File: src/rtl/seg7_scan_driver.sv
// Time-multiplexed common-anode seven-segment driver: one digit per refresh slot,
// frame-aligned value update, leading-zero blanking and enable gating.
module seg7_scan_driver #(
  parameter int unsigned NDIGITS        = 4,
  parameter int unsigned REFRESH_DIV    = 50000,
  parameter int unsigned SEG_ACTIVE_LOW = 1,
  parameter int unsigned AN_ACTIVE_LOW  = 1
) (
  input  logic                 clk,
  input  logic                 rst_n,
  input  logic                 en,
  input  logic                 load,
  input  logic [4*NDIGITS-1:0] value,
  input  logic [NDIGITS-1:0]   dp_in,
  input  logic                 blank_lz,
  output logic [6:0]           seg,
  output logic                 dp,
  output logic [NDIGITS-1:0]   an,
  output logic                 frame_done
);

  localparam int unsigned CNT_W = (REFRESH_DIV > 1) ? $clog2(REFRESH_DIV) : 1;
  localparam int unsigned IDX_W = (NDIGITS > 1) ? $clog2(NDIGITS) : 1;
  localparam int unsigned VAL_W = 4 * NDIGITS;

  // XOR masks: applying one to an active-high pattern yields the pin polarity
  localparam logic [NDIGITS-1:0] AN_OFF  = (AN_ACTIVE_LOW != 0) ? {NDIGITS{1'b1}} : '0;
  localparam logic [6:0]         SEG_OFF = (SEG_ACTIVE_LOW != 0) ? 7'h7F : 7'h00;
  localparam logic               DP_OFF  = (SEG_ACTIVE_LOW != 0);

  logic [CNT_W-1:0]   count_q, count_d;
  logic [IDX_W-1:0]   idx_q, idx_d;
  logic [VAL_W-1:0]   pend_v_q, pend_v_d, disp_v_q, disp_v_d;
  logic [NDIGITS-1:0] pend_dp_q, pend_dp_d, disp_dp_q, disp_dp_d;
  logic [NDIGITS-1:0] an_q, an_d;
  logic [6:0]         seg_q, seg_d;
  logic               dp_q, dp_d;
  logic               frame_done_q, frame_done_d;

  logic               tick_c, wrap_c, blank_c;
  logic [VAL_W-1:0]   upper_c;
  logic [3:0]         nib_c;

  function automatic logic [6:0] glyph(input logic [3:0] n);
    case (n)
      4'h0: glyph = 7'b0111111;
      4'h1: glyph = 7'b0000110;
      4'h2: glyph = 7'b1011011;
      4'h3: glyph = 7'b1001111;
      4'h4: glyph = 7'b1100110;
      4'h5: glyph = 7'b1101101;
      4'h6: glyph = 7'b1111101;
      4'h7: glyph = 7'b0000111;
      4'h8: glyph = 7'b1111111;
      4'h9: glyph = 7'b1101111;
      4'hA: glyph = 7'b1110111;
      4'hB: glyph = 7'b1111100;
      4'hC: glyph = 7'b0111001;
      4'hD: glyph = 7'b1011110;
      4'hE: glyph = 7'b1111001;
      default: glyph = 7'b1110001;
    endcase
  endfunction

  // Next-state: refresh counter, scan index, pending/display update, output images
  always_comb begin
    count_d      = count_q;
    idx_d        = idx_q;
    pend_v_d     = pend_v_q;
    pend_dp_d    = pend_dp_q;
    disp_v_d     = disp_v_q;
    disp_dp_d    = disp_dp_q;
    an_d         = AN_OFF;
    seg_d        = SEG_OFF;
    dp_d         = DP_OFF;
    frame_done_d = 1'b0;

    tick_c = en && (count_q == CNT_W'(REFRESH_DIV - 1));
    wrap_c = tick_c && (idx_q == IDX_W'(NDIGITS - 1));

    if (en) begin
      if (tick_c) begin
        count_d = '0;
        idx_d   = wrap_c ? '0 : idx_q + 1'b1;
      end else begin
        count_d = count_q + 1'b1;
      end
    end

    // A load on the wrap cycle bypasses pending so the new frame shows it at once
    if (wrap_c) begin
      disp_v_d  = load ? value : pend_v_q;
      disp_dp_d = load ? dp_in : pend_dp_q;
    end
    if (load) begin
      pend_v_d  = value;
      pend_dp_d = dp_in;
    end

    upper_c = disp_v_d >> {idx_d, 2'b00};
    nib_c   = 4'(upper_c);
    blank_c = blank_lz && (idx_d != '0) && (upper_c == '0);

    if (en) begin
      an_d         = (NDIGITS'(1) << idx_d) ^ AN_OFF;
      seg_d        = (blank_c ? 7'h00 : glyph(nib_c)) ^ SEG_OFF;
      dp_d         = (blank_c ? 1'b0 : disp_dp_d[idx_d]) ^ DP_OFF;
      frame_done_d = wrap_c;
    end
  end

  always_ff @(posedge clk or negedge rst_n) begin
    if (!rst_n) begin
      count_q      <= '0;
      idx_q        <= '0;
      pend_v_q     <= '0;
      pend_dp_q    <= '0;
      disp_v_q     <= '0;
      disp_dp_q    <= '0;
      an_q         <= AN_OFF;
      seg_q        <= SEG_OFF;
      dp_q         <= DP_OFF;
      frame_done_q <= 1'b0;
    end else begin
      count_q      <= count_d;
      idx_q        <= idx_d;
      pend_v_q     <= pend_v_d;
      pend_dp_q    <= pend_dp_d;
      disp_v_q     <= disp_v_d;
      disp_dp_q    <= disp_dp_d;
      an_q         <= an_d;
      seg_q        <= seg_d;
      dp_q         <= dp_d;
      frame_done_q <= frame_done_d;
    end
  end

  assign an         = an_q;
  assign seg        = seg_q;
  assign dp         = dp_q;
  assign frame_done = frame_done_q;

endmodule

File: config.mk
export PLATFORM = sky130hd
export DESIGN_NAME = seg7_scan_driver
export DESIGN_NICKNAME = d
export VERILOG_FILES = /design/src/rtl/seg7_scan_driver.sv
export SDC_FILE = /design/constraint.sdc
export NUM_CORES = 1
export LEC_CHECK = 0
export BUFFER_PORTS_ARGS = -buffer_cell sky130_fd_sc_hd__buf_2
export CAP_MARGIN = 25
export CORE_MARGIN = 4
export CORE_UTILIZATION = 58
export DETAILED_ROUTE_END_ITERATION = 8
export GPL_TIMING_DRIVEN = 1
export PLACE_DENSITY = 0.8
export SKIP_CTS_REPAIR_TIMING = 1
export SLEW_MARGIN = 10
export SYNTH_ARGS = -nofsm -noshare
export SYNTH_HDL_FRONTEND = slang
export SYNTH_SLANG_ARGS = --single-unit
File: constraint.sdc
create_clock -name clk -period 3.9 [get_ports clk]
set_clock_uncertainty 0.05 [all_clocks]
set_input_delay 0.39 -clock clk [delete_from_list [all_inputs] [get_ports clk]]
set_output_delay 0.39 -clock clk [all_outputs]
set_load 0.005 [all_outputs]
==> flow_metrics.env <==
export IMPL_status="finished, final reports clean"
export IMPL_vdd_ir_drop_max_mv=0.223
export IMPL_pwr_share_seq_pct=52.6
export IMPL_arrival_ps=4020
export IMPL_rsz0062_at_grt="true"
export IMPL_grt_pass1_vias=2628
export IMPL_syn_area_per_cell_sq_um=11.0
export IMPL_leakage_nw=1.87
export IMPL_cts_sinks=71
export IMPL_max_freq_mhz=264
export IMPL_dr_first_iter_drc_count=261
export IMPL_worstPathMaxFanout=7
export IMPL_drive_above_1_share_pct=31.2
export IMPL_r2r_start="count_q[11]$_DFFE_PN0P_"
export IMPL_synth_nets=353
export IMPL_synth_edf_count=0
export IMPL_crit_buf_inv=3
export IMPL_htreeDepth=3
export IMPL_crit_type="reg -> reg"
export IMPL_crit_chain="or4b_1, nor4_4, buf_4, mux2i_1, clkinv_1, a2111oi_1, nor4_2, buf_4, ha_1, nor3b_1, a221o_1"
export IMPL_setup_violations_final=0
export IMPL_holdCritPathClass="in -> async"
export IMPL_ant_nets=0
export IMPL_grtUsageTotal_pct=22.7
export IMPL_tritoncts="done"
export IMPL_power_density_nw_per_um2=397
export IMPL_numCtsBuffers=9
export IMPL_path_common_cell="buf_4"
export IMPL_dp_hpwl_mm=5.32
export IMPL_whs_ps=54.4
export IMPL_fp_dieH_microns=85.8
export IMPL_drc=0
export IMPL_slowest_stage="or4b_1"
export IMPL_wirelength_mm=7.65
export IMPL_antenna_found_initial=0
export IMPL_clockBufferDepth=2
export IMPL_final_net_count=400
export IMPL_ys_types=53
export IMPL_critPathLaunchType="flip-flop"
export IMPL_ios=38
export IMPL_relSlewSlack_pct=48.5
export IMPL_internal_power_mw=1.17
export IMPL_area_delta_synth_final_pct=14.8
export IMPL_start_util_pct=59.7
export IMPL_grt_pass1_wl_mm=12.8
export IMPL_wl_per_cell_microns=17.1
export IMPL_grt_max_degree=38
export IMPL_worstPathRequired_ps=4130
export IMPL_fp_coreArea_sq_um=5890
export IMPL_core_rowCount=28
export IMPL_worstRegToRegCells=11
export IMPL_finalMaxSlewViolations=0
export IMPL_stdcell_count=447
export IMPL_yosysSeqAreaShare_pct=51.0
export IMPL_final_cell_mix="59 x dfrtp_1, 37 x buf_2, 29 x nand2_1, 23 x nor2_1, 18 x mux2_2"
export IMPL_grt_overflow_total=0
export IMPL_maxCapViolCount=0
export IMPL_switchingPower_uw=424
export IMPL_dpl_cell_area_sq_um=3800
export IMPL_max_stage_delay_ps=620
export IMPL_switching_share_pct=26.5
export IMPL_synth_warnings=0
export IMPL_vias_per_cell=5.97
export IMPL_worstSkewPairLatency_ps=350
export IMPL_synth_cells=320
export IMPL_worst_slew_pin_slew_ps=773
export IMPL_r2r_setup_slack_ps=120
export IMPL_drtPass1Iterations=5
export IMPL_vias=2670
export IMPL_dp_cells=428
export IMPL_hold_viol_final=0
export IMPL_gp_congestion=0.918
export IMPL_clk_pin_slew_ps=80
export IMPL_fp_dieW_microns=85.8
export IMPL_ys_ff_latch=71
export IMPL_layout_commonest_cell="dfrtp_1"
export IMPL_syn_area_sq_um=3510
export IMPL_synthArstFlopShare_pct=100
export IMPL_stdcell_area_sq_um=4030
export IMPL_finalCritPeriodShare_pct=97.0
export IMPL_end_kind="flip-flop"
export IMPL_diodes=0
export IMPL_clock_tree_root_cell="clkbuf_8"
export IMPL_fin_crit_ps=3780
export IMPL_numPortBuffers=37
export IMPL_worstReg2RegEnd="seg[5]$_DFF_PN1_"
export IMPL_clockPowerShare_pct=36.9
export IMPL_synthFlopType="dfrtp_1"
export IMPL_power_frac_comb_pct=10.5
export IMPL_dieArea_sq_um=7360
export IMPL_cp_top_family="simple AND/OR/NAND/NOR gates"
cell usage after synthesis, drive strengths merged, types with 2 or more instances:
cell	count	area share, %
o221ai	3	0.75
a21o	3	0.64
o21a	3	0.64
o21ai	7	1.1
xnor2	9	2.2
nand3	16	2.3
or3	2	0.36
or4b	2	0.68
and3	3	0.53
nand4	7	1.2
clkbuf	9	0.96
o41ai	2	0.71
ha	8	2.9
xor2	4	1.0
mux2	19	6.2
nand2	29	3.1
or4	3	0.64
dfstp	12	9.0
a21oi	14	2.0
a221o	2	0.57
nor2	24	2.6
dfrtp	59	42
nor4	13	3.7
o211ai	8	1.9
a2111oi	3	0.93
buf	8	1.5
inv	14	1.5
nor3	8	1.1
nand2b	3	0.53
mux2i	14	4.1
flip-flops by register name, summed over array words and instances, names as in the netlist:
register    flops
count_q        16
dp              1
disp_v_q       16
pend_dp_q       4
disp_dp_q       4
an              4
seg             7
idx_q           2
pend_v_q       16
frame_done      1
through the flow:
stage	power [mW]	utilization, %	setup TNS [ps]	setup slack [ps]
detailed placement	1.02	64.6	0	116
finish	1.60	68.5	0	118
CTS	1.61	67.9	0	16.5
global placement	1.01	64.6	0	175
global route	1.68	68.5	-19.9	-17.4
floorplan	0.949	-	0	264
cells by family after synthesis:
kind of cell	share of synthesized area, %
flops	51.0
buf+inv	4.10
compound gates	10.1
mux	10.9
fa+ha+maj	2.85
xor+xnor	3.24
simple gates	17.7
layout make-up:
type                    count  area [sq um]
clock buffers              10           128
clock inverters             6          70.1
fillers                   442          1850
inverters                  15          56.3
multi-input cells         217          1590
flip-flops and latches     71          1790
well taps                  75          93.8
repair buffers             53           305
worst max path at each step:
stage | startpoint | end | slack [ps] | cells past startpoint
finish | count_q[11]$_DFFE_PN0P_ | seg[5]$_DFF_PN1_ | 120 | 11
global route | count_q[11]$_DFFE_PN0P_ | seg[6]$_DFF_PN1_ | -20 | 11
CTS | count_q[11]$_DFFE_PN0P_ | seg[6]$_DFF_PN1_ | 20 | 9
detailed placement | en | seg[6]$_DFF_PN1_ | 120 | 10
global placement | en | seg[6]$_DFF_PN1_ | 170 | 10
floorplan | count_q[4]$_DFFE_PN0P_ | seg[6]$_DFF_PN1_ | 260 | 9
routing by layer:
metal / routed length (microns) / part of all wire (%) / up-vias / track usage, %
met5: 0 / 0 / - / 0
met2: 3610 / 47 / 118 / 33.8
met4: 318 / 4.2 / 0 / 12.9
met3: 537 / 7.0 / 28 / 6.82
li1: - / - / 1239 / -
met1: 3190 / 42 / 1285 / 29.5
power by group through the flow:
stage          clock network, mW  registers [mW]  logic [mW]
6_report                   0.590           0.840       0.168
5_1_grt                    0.642           0.848       0.191
3_3_place_gp                   0           0.848       0.159
2_1_floorplan                  0           0.848       0.101
4_1_cts                    0.597           0.840       0.170
3_5_place_dp                   0           0.853       0.169
No activity file was read; power rests on OpenSTA's default activity.
